File: config.mk
export PLATFORM = sky130hd
export DESIGN_NAME = fft_frame_seq
export DESIGN_NICKNAME = d
export VERILOG_FILES = /design/src/rtl/fft_frame_seq.sv
export SDC_FILE = /design/constraint.sdc
export NUM_CORES = 1
export LEC_CHECK = 0
export CAP_MARGIN = 40
export CORE_MARGIN = 3
export CORE_UTILIZATION = 43
export CTS_CLUSTER_DIAMETER = 200
export DETAILED_ROUTE_END_ITERATION = 16
export PLACE_DENSITY = 0.83
export SYNTH_ARGS = -nofsm -noshare
export SYNTH_HDL_FRONTEND = slang
export SYNTH_SLANG_ARGS = --single-unit
export TNS_END_PERCENT = 30
File: constraint.sdc
create_clock -name clk -period 2.4 [get_ports clk]
set_input_delay 0.72 -clock clk [delete_from_list [all_inputs] [get_ports clk]]
set_output_delay 0.72 -clock clk [all_outputs]
set_load 0.1 [all_outputs]
File: src/rtl/fft_frame_seq.sv
// Frame scheduler for the 512-point FFT path: ping-pong input capture, core load/start/unload.
// Build option: define FFT_SEQ_STATS_EN to implement the frame_count/drop_count registers.
module fft_frame_seq #(
  parameter int N_LOG2 = 9
) (
  input  logic              clk,
  input  logic              reset,
  input  logic              sample_valid,
  output logic              wr_en,
  output logic              wr_bank,
  output logic [N_LOG2-1:0] wr_addr,
  output logic              rd_bank,
  output logic [N_LOG2-1:0] rd_addr,
  output logic              core_load,
  output logic [N_LOG2-1:0] core_load_addr,
  output logic              core_start,
  input  logic              core_done,
  output logic [N_LOG2-1:0] core_rd_addr,
  input  logic              out_busy,
  output logic              out_wr_en,
  output logic [N_LOG2-1:0] out_wr_addr,
  output logic              frame_done,
  output logic              overrun,
  output logic [15:0]       frame_count,
  output logic [15:0]       drop_count
);

  localparam logic [N_LOG2-1:0] LAST_ADDR = '1;

  typedef enum logic [2:0] {
    IDLE,
    LOAD,
    START,
    PROC,
    WAIT_OUT,
    UNLOAD,
    RELEASE
  } state_t;

  state_t     state;
  logic [1:0] bank_full;
  logic       proc_bank;
  logic       stall;
  logic       rd_valid;
  logic       cr_valid;
  logic       release_now;
  logic       other_free;
  logic       wr_last;

  // A release in this cycle frees the other bank for the capture side immediately,
  // so a bank completing in the same cycle never counts as an overrun.
  assign release_now = (state == RELEASE);
  assign other_free  = !bank_full[!wr_bank] || (release_now && (proc_bank == !wr_bank));
  assign wr_en       = sample_valid && !stall;
  assign wr_last     = wr_en && (wr_addr == LAST_ADDR);

  // ---------------------------------------------------------------------------
  // Capture side
  // ---------------------------------------------------------------------------
  // NOTE: sequential state is assigned with <= so every flop samples pre-edge values.
  always_ff @(posedge clk or posedge reset) begin
    if (reset) begin
      wr_bank <= 1'b0;
      wr_addr <= '0;
      stall   <= 1'b0;
      overrun <= 1'b0;
    end else if (stall) begin
      if (sample_valid) begin
        overrun <= 1'b1;
      end
      if (other_free) begin
        stall   <= 1'b0;
        wr_bank <= !wr_bank;
        wr_addr <= '0;
      end
    end else if (wr_en) begin
      if (wr_addr == LAST_ADDR) begin
        if (other_free) begin
          wr_bank <= !wr_bank;
          wr_addr <= '0;
        end else begin
          stall <= 1'b1;
        end
      end else begin
        wr_addr <= wr_addr + 1'b1;
      end
    end
  end

  // The filling bank and the bank being released are always distinct.
  always_ff @(posedge clk or posedge reset) begin
    if (reset) begin
      bank_full <= 2'b00;
    end else begin
      if (wr_last && !wr_bank) begin
        bank_full[0] <= 1'b1;
      end else if (release_now && !proc_bank) begin
        bank_full[0] <= 1'b0;
      end
      if (wr_last && wr_bank) begin
        bank_full[1] <= 1'b1;
      end else if (release_now && proc_bank) begin
        bank_full[1] <= 1'b0;
      end
    end
  end

  // ---------------------------------------------------------------------------
  // Frame FSM
  // ---------------------------------------------------------------------------
  always_ff @(posedge clk or posedge reset) begin
    if (reset) begin
      state          <= IDLE;
      proc_bank      <= 1'b0;
      rd_bank        <= 1'b0;
      rd_addr        <= '0;
      rd_valid       <= 1'b0;
      core_load      <= 1'b0;
      core_load_addr <= '0;
      core_start     <= 1'b0;
      core_rd_addr   <= '0;
      cr_valid       <= 1'b0;
      out_wr_en      <= 1'b0;
      out_wr_addr    <= '0;
      frame_done     <= 1'b0;
    end else begin
      core_start <= 1'b0;
      frame_done <= 1'b0;
      core_load  <= 1'b0;
      out_wr_en  <= 1'b0;
      case (state)
        IDLE: begin
          if (bank_full[proc_bank]) begin
            state    <= LOAD;
            rd_bank  <= proc_bank;
            rd_addr  <= '0;
            rd_valid <= 1'b1;
          end
        end
        LOAD: begin
          // Input RAM read data arrives one cycle after the address.
          core_load      <= rd_valid;
          core_load_addr <= rd_addr;
          if (rd_valid) begin
            if (rd_addr == LAST_ADDR) begin
              rd_valid <= 1'b0;
            end else begin
              rd_addr <= rd_addr + 1'b1;
            end
          end else begin
            state      <= START;
            core_start <= 1'b1;
          end
        end
        START: begin
          state <= PROC;
        end
        PROC: begin
          if (core_done) begin
            state <= WAIT_OUT;
          end
        end
        WAIT_OUT: begin
          if (!out_busy) begin
            state        <= UNLOAD;
            core_rd_addr <= '0;
            cr_valid     <= 1'b1;
          end
        end
        UNLOAD: begin
          out_wr_en   <= cr_valid;
          out_wr_addr <= core_rd_addr;
          if (cr_valid) begin
            if (core_rd_addr == LAST_ADDR) begin
              cr_valid <= 1'b0;
            end else begin
              core_rd_addr <= core_rd_addr + 1'b1;
            end
          end else begin
            state      <= RELEASE;
            frame_done <= 1'b1;
          end
        end
        RELEASE: begin
          proc_bank <= !proc_bank;
          state     <= IDLE;
        end
        default: begin
          state <= IDLE;
        end
      endcase
    end
  end

  // ---------------------------------------------------------------------------
  // Statistics
  // ---------------------------------------------------------------------------
`ifdef FFT_SEQ_STATS_EN
  always_ff @(posedge clk or posedge reset) begin
    if (reset) begin
      frame_count <= '0;
      drop_count  <= '0;
    end else begin
      if (release_now) begin
        frame_count <= frame_count + 16'd1;
      end
      if (stall && sample_valid) begin
        drop_count <= drop_count + 16'd1;
      end
    end
  end
`else
  assign frame_count = '0;
  assign drop_count  = '0;
`endif

endmodule

# Word level (Yosys, flattened, before mapping)

Index checks and enable logic that the tools add are counted.

Logic and storage cells: 118
Flip-flop bits (word level): 61
Input port bits: 5
Output and inout port bits: 85

Add/sub/neg operators: 3
Reductions and logical operators: 27
Order comparisons: 2
Multiplexer cells: 48
Equality and inequality tests: 19

Operators with widths:

| cell                                                       | count |
|---|---|
| 2-to-1 mux 9 bit                                           | 10 |
| case mux 9 bit (2 select lines)                            | 2 |
| 2-to-1 mux 1 bit                                           | 28 |
| adder 9 x 1 -> 9 bit, second input constant                | 3 |
| == test 9 bit, second input constant                       | 3 |
| != test 2 bit, second input constant                       | 9 |
| case mux 3 bit (6 select lines)                            | 1 |
| 2-to-1 mux 3 bit                                           | 5 |
| nonzero test 2 bit                                         | 6 |
| AND reduction 2 bit                                        | 5 |
| == test 3 bit, second input constant                       | 3 |
| AND reduction 4 bit                                        | 2 |
| logical AND 1 bit                                          | 7 |
| == test 3 x 2 -> 1 bit, second input constant              | 2 |
| AND reduction 5 bit                                        | 1 |
| zero test 1 bit                                            | 4 |
| less-than comparator 1 x 2 -> 1 bit, second input constant | 2 |
| case mux 1 bit (2 select lines)                            | 2 |
| == test 3 x 1 -> 1 bit, second input constant              | 1 |
| zero test 3 bit                                            | 1 |
| == test 1 bit                                              | 1 |
| logical OR 1 bit                                           | 1 |

# Longest topological paths before layout

Word-level depth: 9
Gate-level depth with buffers: 9
Gate-level depth less buffers: 8

# Least setup slack after synthesis

OpenSTA, ideal clock, no wires.

Kind: input to output
From: input sample_valid
To: output wr_en
Data required time: 1.680 ns
Setup slack: -0.413 ns
Arrival time: 2.093 ns
Stages: 2
Path buffers: 0
Cells stage by stage: inv_1 -> nor2_1

Longest elaborated chain between the ends: 1

RTL lines:

| element            | line | source |
|---|---|---|
| start: declaration | 8    | `input logic sample_valid,` |
| logical AND 1 bit  | 54   | `assign wr_en = sample_valid && !stall;` |
| end: declaration   | 9    | `output logic wr_en,` |

No other way between the ends.

# Worst setup path in the final report

Same ends and word-level chain as after synthesis.

==> qor.csv <==
metric,value,unit
hold_ws,0.461,ns
highest_layer,met4,
drc,0,
crit_fanout,2,
die_h,91.0,um
port_buffers,57,
finalPower,2800,uW
reg2reg_depth,8,
track_usage,16.3,%
synth_flop_cell,dfrtp_1,
cp_top_family,buffers and inverters,
dieArea,8280,um^2
core-area,6910,um^2
grt_max_degree,62,
synth-async-reset-ratio,100,%
ys_seq_area_share,49.2,%
finalHoldViolCount,0,
clock-sinks,61,
yosysWarnings,0,
hold_path.class,reg -> reg,
vias_per_cell,4.91,
maxSlewViolCount,0,
drt_first_pass_iters,4,
arrival,1.62,ns
cts_buffer_depth,2,
reg2reg_to,wr_addr[5]$_DFFE_PP0N_,
ys_ff_latch,61,
fin_skew,0.0110,ns
drive_gt1_share,29.7,%
final_area,3810,um^2
syn_inst,310,
critical-path-max-stage-delay,0.48,ns
critical_path_class,in -> out,
end_kind,output pin,
cts_tree,built,
r2r-start,wr_addr[0]$_DFFE_PP0N_,
power.density,734,nW/um^2
ant_nets,0,
power_leakage,0.00195,uW
syn_area,3110,um^2
placement.cell_area,3600,um^2
clock_latency,0.33,ns
antenna_found_initial,0,
drt-met1-wl,2960,um
cts_hold_buf,0,
hold_path.startpoint,overrun$_DFFE_PP0P_,
synth_cell_types,49,
initial_core_util,45.0,%
cts_resized,0,
path_buf_inv,3,
syn2layout_area_growth,22.7,%
path_cells,"clkdlybuf4s50_1, inv_1, nor2_2, buf_12",
max_slew_margin,67.1,%
grt_pass1_vias,2280,
wl_met3,273,um
cpMaxStageDelayCell,clkdlybuf4s50_1,
nets,383,
status,finished clean,
wire_per_inst,13.6,um
fmax,0.428,GHz
hpwl,4510,um
required,1.68,ns
startpoint_type,input port,
max-vdd-ir-drop,0.363,mV
syn_avg_cell_area,10.0,um^2
finalWirelength,6450,um
cts_made_buffers,9,
grt_overflow,0,
diodes,0,
die_x,91.0,um
fin_crit_sh,97.4,%
io_pins,90,
worstMarginPinSlew,0.490,ns
via_count,2322,
layoutNonFillerInstCount,473,
holdPathStages,1,
placementRows,30,
drt_iter0_markers,81,
cts-root-buf,clkbuf_8,
post-route-util,55.2,%
dpl.cell_count,457,
cts.htree.levels,3,
r2r_slack,0.14,ns
min_to,overrun$_DFFE_PP0P_,
clkTransAtPathRegs,0.07,ns
place.gp.congestion,0.851,
maxCapViolCount,0,
grt_pass1_wl,10900,um
cts_setup_buffers,0,
rsz0062_at_grt,no,
wl_met2,3090,um
finalCriticalPeriod,2.34,ns
synth-edff-count,0,
setup_violations,0,
## cell usage in the layout, fill, tap and decap left out, types with 11 or more instances in the layout
cell	instances
a21oi_1	11
buf_4	60
clkbuf_8	12
conb_1	32
dfrtp_1	48
dfrtp_2	13
mux2_2	12
nand2_1	48
nor2_1	17
o21ai_0	11
## cell type report
cell class | count | area [um^2]
fillers | 610 | 3100
flip-flops and latches | 61 | 1540
multi-input cells | 228 | 1390
repair buffers | 66 | 531
clock buffers | 15 | 176
well taps | 96 | 120
clock inverters | 1 | 30.0
inverters | 6 | 22.5
## cell usage after synthesis, types with 5 or more instances
cell type	count	area (um^2)
a21oi_1	11	55.1
buf_2	5	25.0
buf_4	33	248
clkbuf_1	7	26.3
dfrtp_1	61	1530
ha_1	6	75.1
inv_1	6	22.5
mux2_2	12	135
nand2_1	48	180
nand3_1	6	30.0
nor2_1	18	67.6
nor3_1	7	35.0
o21ai_0	11	55.1
xor2_1	8	70.1
## per-layer routing
metal	vias up	GRT usage (%)
li1	1128	-
met1	1126	20.6
met2	59	26.1
met3	9	3.40
met4	0	8.67
met5	-	0
## worst max-delay path by stage
stage                           start                     end  slack (ns)  cells past startpoint
2_1_floorplan  rd_addr[2]$_DFFE_PP0P_  rd_addr[2]$_DFFE_PP0P_       -0.01                      8
3_3_place_gp             sample_valid                   wr_en        0.09                      4
3_5_place_dp             sample_valid                   wr_en        0.06                      4
4_1_cts                  sample_valid                   wr_en        0.05                      4
5_1_grt                  sample_valid                   wr_en        0.02                      4
6_report                 sample_valid                   wr_en        0.06                      4
## report_power, final
part,switching [uW],total [uW],internal (uW)
logic,600,719,118
registers,56.8,1130,1080
clock network,378,944,567
total,1030,2800,1760
## cell families (layout without fill, tap and decap cells)
logic type / count (synthesis) / count (layout) / share of synthesized area, %
AOI/OAI and AO/OA: 51 / 51 / 11.1
xor gates and xnor gates: 12 / 12 / 3.38
adders and majority gates: 6 / 6 / 2.42
buffers and inverters: 52 / 88 / 10.5
DFF: 61 / 61 / 49.2
muxes: 15 / 15 / 5.32
other: 1 / 32 / 0.121
and+or+nand+nor: 112 / 112 / 18.0
## per-stage QoR
stage / TNS, ns / setup WS, ns
after floorplan: -0.0139 / -0.0139
after global placement: 0 / 0.0894
after detailed placement: 0 / 0.0561
after CTS: 0 / 0.0483
after global routing: 0 / 0.0211
final: 0 / 0.0612
## flip-flops by register name (all words and copies together), names as in the netlist
| name | flops |
|---|---|
| core_load_addr | 9 |
| core_rd_addr | 9 |
| out_wr_addr | 9 |
| rd_addr | 9 |
| wr_addr | 9 |
| state | 3 |
| bank_full | 2 |
| core_load | 1 |
| core_start | 1 |
| cr_valid | 1 |
| frame_done | 1 |
| out_wr_en | 1 |
| overrun | 1 |
| proc_bank | 1 |
| rd_bank | 1 |
| rd_valid | 1 |
| stall | 1 |
| wr_bank | 1 |
Note: power is estimated with default switching activity, not from simulation.
